[src/rtl/axi_master_rd_data_drain_if.sv]
// Bundle of the command, FIFO read-port and output-stream signals around the
// read-data drain.
//   master : the drain's view. It accepts commands, pops the FIFO and drives the
//            output stream.
//   slave  : the environment's view. It issues commands, provides the FIFO and
//            sinks the stream.
// Signals:
//   cmd_valid/cmd_ready/cmd_len/cmd_id     burst command handshake
//   fifo_rd_en/fifo_rd_empty/fifo_rd_data  non-FWFT FIFO read port (1-cycle latency)
//   m_valid/m_ready/m_data/m_last/m_id     output beat stream
interface axi_master_rd_data_drain_if #(
  parameter int unsigned DATA_W = 32,
  parameter int unsigned ID_W   = 4
) ();
  logic              cmd_valid;
  logic              cmd_ready;
  logic [7:0]        cmd_len;
  logic [ID_W-1:0]   cmd_id;
  logic              fifo_rd_en;
  logic              fifo_rd_empty;
  logic [DATA_W-1:0] fifo_rd_data;
  logic              m_valid;
  logic              m_ready;
  logic [DATA_W-1:0] m_data;
  logic              m_last;
  logic [ID_W-1:0]   m_id;

  modport master (
    input  cmd_valid, cmd_len, cmd_id, fifo_rd_empty, fifo_rd_data, m_ready,
    output cmd_ready, fifo_rd_en, m_valid, m_data, m_last, m_id
  );

  modport slave (
    output cmd_valid, cmd_len, cmd_id, fifo_rd_empty, fifo_rd_data, m_ready,
    input  cmd_ready, fifo_rd_en, m_valid, m_data, m_last, m_id
  );
endinterface

[src/rtl/axi_master_rd_data_drain.sv]
// Read-data drain for the master-side async read FIFO. It runs in the FIFO's
// read-clock domain.
//
// The block accepts a burst command (beats = cmd_len + 1, ID) and pops exactly
// that many words from the FIFO's standard (1-cycle latency) read port. A small
// prefetch buffer turns those words into a valid/ready stream that carries a
// generated last flag and the burst ID.
//
// Ports:
//   clk   read-side clock
//   rstn  asynchronous active-low reset
//   bus   command, FIFO read port and output stream (master modport)
//   busy  high while a burst is active
module axi_master_rd_data_drain #(
  parameter int unsigned DATA_W    = 32,
  parameter int unsigned ID_W      = 4,
  parameter int unsigned BUF_DEPTH = 4
) (
  input  logic                       clk,
  input  logic                       rstn,
  axi_master_rd_data_drain_if.master bus,
  output logic                       busy
);
  localparam int unsigned PtrW = (BUF_DEPTH > 1) ? $clog2(BUF_DEPTH) : 1;
  localparam int unsigned CntW = $clog2(BUF_DEPTH + 1);
  localparam logic [CntW:0] DepthC = (CntW + 1)'(BUF_DEPTH);

  typedef enum logic [0:0] {StIdle, StBurst} state_e;

  state_e            state_q;
  logic [ID_W-1:0]   id_q;
  logic [8:0]        rem_issue_q;
  logic [8:0]        rem_out_q;
  logic              inflight_q;
  logic [CntW-1:0]   buf_cnt_q;
  logic [PtrW-1:0]   wr_ptr_q;
  logic [PtrW-1:0]   rd_ptr_q;
  logic [DATA_W-1:0] mem_q [BUF_DEPTH];

  logic            rd_en;
  logic            push;
  logic            pop;
  logic            done;
  logic            m_valid;
  logic [CntW:0]   occupancy;

  always_comb begin
    // Count words already buffered plus the one still in flight from the FIFO,
    // so a read is issued only when its data is certain to have a slot.
    occupancy = {1'b0, buf_cnt_q} + {{CntW{1'b0}}, inflight_q};
    rd_en     = (state_q == StBurst) && !bus.fifo_rd_empty && (rem_issue_q != 9'd0) &&
                (occupancy < DepthC);
    m_valid   = (buf_cnt_q != '0);
    push      = inflight_q;
    pop       = m_valid && bus.m_ready;
    done      = pop && (rem_out_q == 9'd1);
  end

  assign bus.fifo_rd_en = rd_en;
  assign bus.cmd_ready  = (state_q == StIdle);
  assign busy           = (state_q == StBurst);
  assign bus.m_valid    = m_valid;
  assign bus.m_data     = mem_q[rd_ptr_q];
  assign bus.m_last     = m_valid && (rem_out_q == 9'd1);
  assign bus.m_id       = id_q;

  always_ff @(posedge clk or negedge rstn) begin
    if (!rstn) begin
      state_q     <= StIdle;
      id_q        <= '0;
      rem_issue_q <= '0;
      rem_out_q   <= '0;
      inflight_q  <= 1'b0;
      buf_cnt_q   <= '0;
      wr_ptr_q    <= '0;
      rd_ptr_q    <= '0;
    end else begin
      unique case (state_q)
        StIdle: begin
          if (bus.cmd_valid) begin
            id_q        <= bus.cmd_id;
            rem_issue_q <= {1'b0, bus.cmd_len} + 9'd1;
            rem_out_q   <= {1'b0, bus.cmd_len} + 9'd1;
            state_q     <= StBurst;
          end
        end
        StBurst: begin
          if (rd_en) rem_issue_q <= rem_issue_q - 9'd1;
          if (pop)   rem_out_q   <= rem_out_q - 9'd1;
          if (done)  state_q     <= StIdle;
        end
        default: state_q <= StIdle;
      endcase

      inflight_q <= rd_en;
      if (push) wr_ptr_q <= wr_ptr_q + PtrW'(1);
      if (pop)  rd_ptr_q <= rd_ptr_q + PtrW'(1);
      case ({push, pop})
        2'b10:   buf_cnt_q <= buf_cnt_q + CntW'(1);
        2'b01:   buf_cnt_q <= buf_cnt_q - CntW'(1);
        default: buf_cnt_q <= buf_cnt_q;
      endcase
    end
  end

  // Storage needs no reset; occupancy is tracked by buf_cnt_q.
  always_ff @(posedge clk) begin
    if (push) mem_q[wr_ptr_q] <= bus.fifo_rd_data;
  end

`ifndef SYNTHESIS
  buf_cnt_le_depth: assert property (@(posedge clk) disable iff (!rstn)
    buf_cnt_q <= CntW'(BUF_DEPTH));
`endif
endmodule
[src/flat_wrapper.sv]
// flat-port wrapper written by rule: the top's interface ports become plain ports
module axi_master_rd_data_drain_flat 
#(
  parameter int unsigned DATA_W    = 32,
  parameter int unsigned ID_W      = 4,
  parameter int unsigned BUF_DEPTH = 4
)
  (clk, rstn, busy, bus_cmd_valid, bus_cmd_len, bus_cmd_id, bus_fifo_rd_empty, bus_fifo_rd_data, bus_m_ready, bus_cmd_ready, bus_fifo_rd_en, bus_m_valid, bus_m_data, bus_m_last, bus_m_id);
  axi_master_rd_data_drain_if #(.DATA_W(DATA_W), .ID_W(ID_W)) bus_i ();
  input  logic clk;
  input  logic rstn;
  output logic busy;
  input wire logic [$bits(bus_i.cmd_valid)-1:0] bus_cmd_valid;
  input wire logic [$bits(bus_i.cmd_len)-1:0] bus_cmd_len;
  input wire logic [$bits(bus_i.cmd_id)-1:0] bus_cmd_id;
  input wire logic [$bits(bus_i.fifo_rd_empty)-1:0] bus_fifo_rd_empty;
  input wire logic [$bits(bus_i.fifo_rd_data)-1:0] bus_fifo_rd_data;
  input wire logic [$bits(bus_i.m_ready)-1:0] bus_m_ready;
  output wire logic [$bits(bus_i.cmd_ready)-1:0] bus_cmd_ready;
  output wire logic [$bits(bus_i.fifo_rd_en)-1:0] bus_fifo_rd_en;
  output wire logic [$bits(bus_i.m_valid)-1:0] bus_m_valid;
  output wire logic [$bits(bus_i.m_data)-1:0] bus_m_data;
  output wire logic [$bits(bus_i.m_last)-1:0] bus_m_last;
  output wire logic [$bits(bus_i.m_id)-1:0] bus_m_id;
  assign bus_i.cmd_valid = bus_cmd_valid;
  assign bus_i.cmd_len = bus_cmd_len;
  assign bus_i.cmd_id = bus_cmd_id;
  assign bus_i.fifo_rd_empty = bus_fifo_rd_empty;
  assign bus_i.fifo_rd_data = bus_fifo_rd_data;
  assign bus_i.m_ready = bus_m_ready;
  assign bus_cmd_ready = bus_i.cmd_ready;
  assign bus_fifo_rd_en = bus_i.fifo_rd_en;
  assign bus_m_valid = bus_i.m_valid;
  assign bus_m_data = bus_i.m_data;
  assign bus_m_last = bus_i.m_last;
  assign bus_m_id = bus_i.m_id;
  axi_master_rd_data_drain #(.DATA_W(DATA_W), .ID_W(ID_W), .BUF_DEPTH(BUF_DEPTH)) u_core (.clk(clk), .rstn(rstn), .bus(bus_i), .busy(busy));
endmodule
[config.mk]
export PLATFORM = sky130hd
export DESIGN_NAME = axi_master_rd_data_drain_flat
export DESIGN_NICKNAME = d
export VERILOG_FILES = /design/src/rtl/axi_master_rd_data_drain_if.sv /design/src/rtl/axi_master_rd_data_drain.sv /design/src/flat_wrapper.sv
export SDC_FILE = /design/constraint.sdc
export NUM_CORES = 1
export LEC_CHECK = 0
export CAP_MARGIN = 20
export CORE_ASPECT_RATIO = 1.5
export CORE_UTILIZATION = 55
export CTS_CLUSTER_DIAMETER = 200
export CTS_CLUSTER_SIZE = 14
export DETAILED_ROUTE_END_ITERATION = 10
export PLACE_DENSITY = 0.8
export SLEW_MARGIN = 20
export SYNTH_ARGS = -nofsm -noshare
export SYNTH_HDL_FRONTEND = slang
export SYNTH_SLANG_ARGS = --single-unit
[constraint.sdc]
create_clock -name clk -period 4.8 [get_ports clk]
set_input_delay 1.2 -clock clk [delete_from_list [all_inputs] [get_ports clk]]
set_output_delay 1.2 -clock clk [all_outputs]
set_load 0.01 [all_outputs]
# Word-level counts from Yosys, hierarchy flattened
# Memories as Yosys holds them, arrays and structs flattened.
# Cells that the tools add are included.
[word_totals] ff_bits=31 latchBits=0 mem_bits_rw=128 romBits=0 inputBits=49 output_inout_bits=41 elab_cells=49 mem_count=1
[classes] n_addsub=8 mul=0 div=0 order_cmp=1 n_eq_ne=6 n_shift=0 mux=11 bitwise=1 reduce_logical=13
[mem_list] name="u_core.mem_q" words=4 word_bits=32 read_ports=1 rd_clocked_by_memory_dff=0 write_ports=1 line="axi_master_rd_data_drain.sv:38" source="logic [DATA_W-1:0] mem_q [BUF_DEPTH];"
[op_table] cell="$pmux 9 s2" count=2
[op_table] cell="$mux 9" count=3
[op_table] cell="$sub 9x1->9 const B" count=2
[op_table] cell="$add 8x1->9 const B" count=1
[op_table] cell="$eq 9x1->1 const B" count=1
[op_table] cell="$reduce_bool 9->1" count=1
[op_table] cell="$logic_and 1x1->1" count=6
[op_table] cell="$ne 2x2->1 const B" count=3
[op_table] cell="$pmux 3 s2" count=1
[op_table] cell="$reduce_and 2->1" count=3
[op_table] cell="$add 2x1->2 const B" count=2
[op_table] cell="$add 3x1->4" count=1
[op_table] cell="$lt 4x3->1 const B" count=1
[op_table] cell="$mux 1" count=4
[op_table] cell="$add 3x1->3 const B" count=1
[op_table] cell="$reduce_bool 3->1" count=1
[op_table] cell="$sub 3x1->3 const B" count=1
[op_table] cell="$eq 2x1->1 const B" count=1
[op_table] cell="$eq 2x2->1 const B" count=1
[op_table] cell="$pmux 1 s2" count=1
[op_table] cell="$reduce_bool 2->1" count=1
[op_table] cell="$logic_not 1->1" count=1
[op_table] cell="$not 1->1" count=1

# Longest topological paths before layout
# Gate-level depths: netlist (run 1).
[depth] ltp_word=6 mapped_depth=9 depth_no_buf=9

# Worst setup path before layout (run 1)
# No wires, ideal clock.
[synth_path] path_kind="input-to-output" start="input port bus_fifo_rd_empty" end="output port bus_fifo_rd_en" arrival_ns=1.746 required_ns=3.600 slack_ns=1.854 path_stages=3 path_cell_list="nor2_1 -> nand3_1 -> nor2_2"
[synth_via] elab_chain_len=4
[synth_lines] item="start, declared" line="flat_wrapper.sv:16" source="input wire logic [$bits(bus_i.fifo_rd_empty)-1:0] bus_fifo_rd_empty;"
[synth_lines] item="$logic_not 1->1" line="axi_master_rd_data_drain.sv:51" source="rd_en = (state_q == StBurst) && !bus.fifo_rd_empty && (rem_issue_q != 9'd0) &&"
[synth_lines] item="$logic_and 1x1->1 (3 in series)" line="axi_master_rd_data_drain.sv:51"
[synth_lines] item="end, declared" line="flat_wrapper.sv:20" source="output wire logic [$bits(bus_i.fifo_rd_en)-1:0] bus_fifo_rd_en;"
# No other way between the ends.

# Final worst setup path (run 1)
# Same ends and word-level chain as after synthesis.

==> results.sh, run 1 <==
export IMPL_cts_tree="yes"
export IMPL_max_stage_delay_ns=0.60
export IMPL_setup_worst_path_start="bus_fifo_rd_empty"
export IMPL_final_setup_viol_count=0
export IMPL_maxSlewHeadroom_pct=25.6
export IMPL_status="finished, final reports clean"
export IMPL_boundaryPins=90
export IMPL_drtIter0Drc=201
export IMPL_vias_per_cell=5.91
export IMPL_cts_root_buf="clkbuf_16"
export IMPL_rsz0062_at_grt="false"
export IMPL_syn_to_final_growth_pct=25.0
export IMPL_n_antenna_cell=0
export IMPL_worst_pin_slew_ns=1.12
export IMPL_grt_overflow_total=0
export IMPL_worst_path_most_repeated_cell="clkdlybuf4s50_1"
export IMPL_die_y_um=135
export IMPL_hold_class="reg2reg"
export IMPL_numCtsBuffers=17
export IMPL_avgSynthCellArea_um2=17.0
export IMPL_synth_top_cells_by_count="128 x edfxtp_1, 32 x mux4_2, 31 x dfrtp_1"
export IMPL_required_ns=3.60
export IMPL_yosysSeqAreaShare_pct=71.0
export IMPL_timing_fmax_mhz=250
export IMPL_ir_drop_uv=401
export IMPL_clk_pin_slew_ns=0.06
export IMPL_holdWs_ns=0.478
export IMPL_power_uw=4740
export IMPL_layout_drive_gt1_share_pct=17.2
export IMPL_die_area_mm2=0.0123
export IMPL_cts_htree_levels=4
export IMPL_cts_hold_buf=0
export IMPL_fin_crit_sh_pct=83.3
export IMPL_min_from="u_core.bus.m_id[3]"
export IMPL_startpoint_type="input pin"
export IMPL_slowest_stage="clkdlybuf4s50_1"
export IMPL_synthCells=383
export IMPL_drc_errors=0
export IMPL_worstPathArrival_ns=2.80
export IMPL_synth_area_top_cells="edfxtp_1 59%, dfrtp_1 12%, mux4_2 11%"
export IMPL_syn_nets=442
export IMPL_design_area_mm2=0.00814
export IMPL_p_leak_uw=0.00282
export IMPL_dpl_cell_area_mm2=0.00757
export IMPL_finalNetCount=541
export IMPL_wirelength_um=14100
export IMPL_io_buffers=89
export IMPL_synth_most_common_cell="edfxtp_1"
export IMPL_grt_use_total_pct=24.6
export IMPL_n_fill_cell=729
export IMPL_fin_crit_ns=4.00
export IMPL_grt_pass1_wl_um=21700
export IMPL_cts_resized=0
export IMPL_grt_max_degree=33
export IMPL_rr_startpoint="u_core.rem_issue_q[0]"
export IMPL_syn_cell_area_mm2=0.00651
export IMPL_start_util_pct=56.4
export IMPL_path_class="in2out"
export IMPL_dp_hpwl_um=8280
export IMPL_setup_tns_ns=0
export IMPL_gp_congestion=0.931
export IMPL_worstPathMaxFanout=9
export IMPL_cap_violations=0
export IMPL_report_final_slew_viol_count=0
export IMPL_ant_nets=0
export IMPL_synth_top_area_cell="edfxtp_1"
export IMPL_yosys_register_bits=159
export IMPL_async_flop_share_pct=19.5
export IMPL_core_mm2=0.0115
export IMPL_die_w_um=90.8
export IMPL_clk_path_buf_depth=2
export IMPL_synth_edf_count=128
export IMPL_drtPass1Iterations=6
export IMPL_end_kind="primary output"
export IMPL_power_density_mw_per_mm2=582
export IMPL_finClkSkew_ns=0.00898
export IMPL_wl_per_cell_um=21.8
export IMPL_antenna_found_initial=0
export IMPL_final_hold_viol_count=0
export IMPL_yosysWarnings=0
export IMPL_grt_pass1_vias=3848
export IMPL_synthDistinctLibCells=52
export IMPL_vias=3815
export IMPL_cts_sinks=159
export IMPL_clk_latency_ns=0.41
export IMPL_synth_main_ff_cell="edfxtp_1"
export IMPL_synth_top_cell_area_share_pct=59.1
export IMPL_worstPathCellList="clkdlybuf4s50_1, nor2_1, nand3_1, nor2_2, clkdlybuf4s50_1"
export IMPL_postCtsSetupBuffers=0
export IMPL_rows=48
final cells by class:
cell class | instances | area [um2] | share of cell area, %
sequential | 159 | 4620 | 56.8
inverter | 15 | 56.3 | 0.692
clock inverter | 15 | 139 | 1.71
clock buffer | 17 | 425 | 5.23
multi-input combinational | 194 | 1770 | 21.8
tap | 150 | 188 | 2.31
timing repair buffer | 95 | 936 | 11.5
cells in the final DEF (no fill, tap or decap), types with 5 or more instances in the layout:
cell	n
edfxtp_1	128
clkdlybuf4s50_1	89
mux4_2	32
dfrtp_1	30
nand2_1	29
clkbuf_16	17
nor2_1	15
o21ai_0	15
inv_1	14
a21oi_1	12
nor3_1	10
ha_1	9
nand3_1	8
xnor2_1	6
xor2_1	6
buf_4	6
clkinv_4	5
per-layer routing:
metal | routed length, um | vias up | track usage, %
li1 | - | 1693 | -
met1 | 5480 | 1938 | 30.8
met2 | 7540 | 165 | 42.5
met3 | 741 | 19 | 4.26
met4 | 315 | 0 | 10.5
met5 | 0 | - | 0
cells by family after synthesis:
| group | synth area share [%] |
|---|---|
| xor gates and xnor gates | 1.61 |
| DFF | 71.0 |
| adders and majority gates | 2.04 |
| muxes | 11.7 |
| AOI/OAI and AO/OA | 5.00 |
| buffers and inverters | 1.88 |
| and+or+nand+nor | 6.79 |
power by group:
| group | switching (uW) | internal [uW] | total, uW |
|---|---|---|---|
| combinational | 669 | 818 | 1490 |
| clock | 544 | 719 | 1260 |
| sequential | 227 | 1760 | 1990 |
state kept, by name, summed over array words and instances, names as in the netlist:
name and count:
u_core.buf_cnt_q 3, u_core.mem_q 128, u_core.inflight_q 1, u_core.rd_ptr_q 2, u_core.bus.m_id 4, u_core.rem_issue_q 9
u_core.busy 1, u_core.wr_ptr_q 2, u_core.rem_out_q 9
final timing paths:
path,to,slack (ns),depth (start not counted)
worst max-delay path,bus_fifo_rd_en,0.80,5
worst min-delay path,u_core.bus.m_id[3],0.48,2
worst max register to register,u_core.rem_issue_q[5],2.54,7
worst min register to register,u_core.bus.m_id[3],0.48,2
max in group asynchronous,u_core.rd_ptr_q[0],3.31,2
min in group asynchronous,u_core.bus.m_id[1],1.19,2
worst max-delay path, delay by kind of cell:
family                 cells  cell delay (ns)
buffers and inverters      2             1.01
and+or+nand+nor            3             0.59
through the flow:
stage	std cells	setup slack [ns]	util (%)
2_1_floorplan	383	1.85	-
3_3_place_gp	613	0.808	65.7
3_5_place_dp	613	0.801	65.7
4_1_cts	645	0.797	70.6
5_1_grt	645	0.722	70.6
6_report	645	0.799	70.6
No activity file was read; power rests on OpenSTA's default activity.
==> run 2, diff against run 1 <==
Settings changed: CORE_UTILIZATION 55 to 54, PLACE_DENSITY 0.8 to 0.79.
Clock period 4.8 ns to 3.9 ns, I/O delays scaled along.
==> results.sh, run 2 (same netlist as run 1, synthesis figures left out) <==
export IMPL_status="finished, final reports clean"
export IMPL_worstPathArrival_ns=2.44
export IMPL_end_kind="primary output"
export IMPL_cts_sinks=159
export IMPL_setup_tns_ns=0
export IMPL_grt_pass1_vias=3799
export IMPL_final_hold_viol_count=0
export IMPL_maxSlewHeadroom_pct=41.2
export IMPL_p_sw_uw=1750
export IMPL_drc_errors=0
export IMPL_clk_latency_ns=0.42
export IMPL_gp_congestion=0.908
export IMPL_design_area_mm2=0.00816
export IMPL_vias=3682
export IMPL_power_density_mw_per_mm2=714
export IMPL_stdcell_count=646
export IMPL_hold_class="reg2reg"
export IMPL_placedCellCount=614
export IMPL_p_leak_uw=0.00284
export IMPL_grt_pass1_wl_um=20100
export IMPL_mostFrequentLayoutCell="edfxtp_1"
export IMPL_cts_hold_buf=0
export IMPL_fin_crit_sh_pct=87.5
export IMPL_report_final_slew_viol_count=0
export IMPL_worst_pin_slew_ns=0.883
export IMPL_drtPass1Iterations=5
export IMPL_largestRegisters="u_core.mem_q x128, u_core.rem_issue_q x9, u_core.rem_out_q x9"
export IMPL_wl_per_cell_um=19.6
export IMPL_numCtsBuffers=17
export IMPL_p_int_uw=4080
export IMPL_timing_fmax_mhz=293
export IMPL_cts_htree_levels=4
export IMPL_cap_violations=0
export IMPL_cts_tree="yes"
export IMPL_ant_nets=0
export IMPL_min_path_cells=1
export IMPL_die_area_mm2=0.0125
export IMPL_grt_max_degree=33
export IMPL_power_frac_clock_pct=27.2
export IMPL_grt_overflow_total=0
export IMPL_final_setup_viol_count=0
export IMPL_clk_path_buf_depth=2
export IMPL_drtIter0Drc=224
export IMPL_core_mm2=0.0117
export IMPL_syn_to_final_growth_pct=25.4
export IMPL_antenna_found_initial=0
export IMPL_layout_drive_gt1_share_pct=17.5
export IMPL_rsz0062_at_grt="false"
export IMPL_fin_crit_ns=3.41
export IMPL_finClkSkew_ns=0.0149
export IMPL_dp_hpwl_um=8110
export IMPL_r2r_end="u_core.rem_issue_q[5]"
export IMPL_boundaryPins=90
export IMPL_largest_register_ffs=128
export IMPL_grt_use_total_pct=22.1
export IMPL_dpl_cell_area_mm2=0.00759
export IMPL_min_from="u_core.rem_issue_q[7]"
export IMPL_r2r_slack_ns=1.67
export IMPL_rows=48
export IMPL_largest_register="u_core.mem_q"
export IMPL_die_w_um=91.6
export IMPL_seq_power_share_pct=40.4
export IMPL_rr_startpoint="u_core.rem_issue_q[0]"
export IMPL_start_util_pct=55.9
export IMPL_holdPathEnd="u_core.rem_issue_q[7]"
export IMPL_r2r_cells=7
export IMPL_cts_resized=0
export IMPL_clk_pin_slew_ns=0.06
export IMPL_layout_common_cells="128 x edfxtp_1, 89 x clkdlybuf4s50_1, 32 x mux4_2, 30 x dfrtp_1, 29 x nand2_1"
export IMPL_startpoint_type="flip-flop"
export IMPL_io_buffers=89
export IMPL_required_ns=2.92
export IMPL_die_y_um=136
export IMPL_worstPathMaxFanout=6
export IMPL_postCtsSetupBuffers=0
export IMPL_ir_drop_uv=399
export IMPL_cts_root_buf="clkbuf_16"
export IMPL_vias_per_cell=5.70
export IMPL_swShare_pct=30.0
export IMPL_finalNetCount=542
export IMPL_wirelength_um=12600
export IMPL_pwr_share_comb_pct=32.4
export IMPL_n_antenna_cell=0
export IMPL_path_class="reg2out"
[run 2: cell count changes in the layout (fill, tap and decap cells not counted), sizes merged]
cell    change
inv         +6
clkinv      -6
buf         +1
[run 2: worst max path at each step]
stage / slack [ns] / end / start
finish: 0.49 / bus_fifo_rd_en / u_core.rem_issue_q[0]
global route: 0.28 / bus_m_last / u_core.rem_out_q[4]
CTS: 0.47 / bus_fifo_rd_en / u_core.rem_issue_q[0]
detailed placement: 0.54 / bus_fifo_rd_en / bus_fifo_rd_empty
global placement: 0.55 / bus_fifo_rd_en / bus_fifo_rd_empty
floorplan: 1.40 / bus_fifo_rd_en / bus_fifo_rd_empty
[run 2: worst max-delay path, stage by stage (launching register included)]
cell	delay, ns
dfrtp_1	0.42
inv_1	0.08
ha_1	0.21
or4b_4	0.53
nor3_4	0.24
nor2_2	0.06
clkdlybuf4s50_1	0.48
[run 2: power by group through the flow]
stage / clock network, uW / registers [uW] / logic, uW
floorplan: 0 / 2320 / 1140
global placement: 0 / 2360 / 1860
detailed placement: 0 / 2380 / 1920
CTS: 1610 / 2350 / 1930
global route: 1680 / 2380 / 2050
finish: 1590 / 2350 / 1890
[run 2: layer usage]
| metal | up-vias | share of wire, % | track usage [%] |
|---|---|---|---|
| met4 | 0 | 1.7 | 10.6 |
| met5 | - | 0 | 0 |
| met1 | 1841 | 38 | 25.6 |
| met2 | 125 | 55 | 39.4 |
| li1 | 1699 | - | - |
| met3 | 17 | 5.1 | 4.31 |
[run 2: area by class of cell]
class                           count  area, um2
Clock inverter                     15        146
Sequential cell                   159       4620
Clock buffer                       17        425
Fill cell                         748       3490
Tap cell                          150        188
Timing Repair Buffer               96        956
Multi-Input combinational cell    194       1770
Inverter                           15       56.3
[run 2: through the flow]
step           total power (uW)  hold WS, ns  util, %  worst slack (ns)
6_report                   5830        0.478     70.1             0.489
5_1_grt                    6110        0.510     70.1             0.284
4_1_cts                    5890        0.483     70.1             0.473
3_5_place_dp               4300        0.466     65.2             0.542
3_3_place_gp               4220        0.461     65.2             0.548
2_1_floorplan              3460        0.451        -              1.40
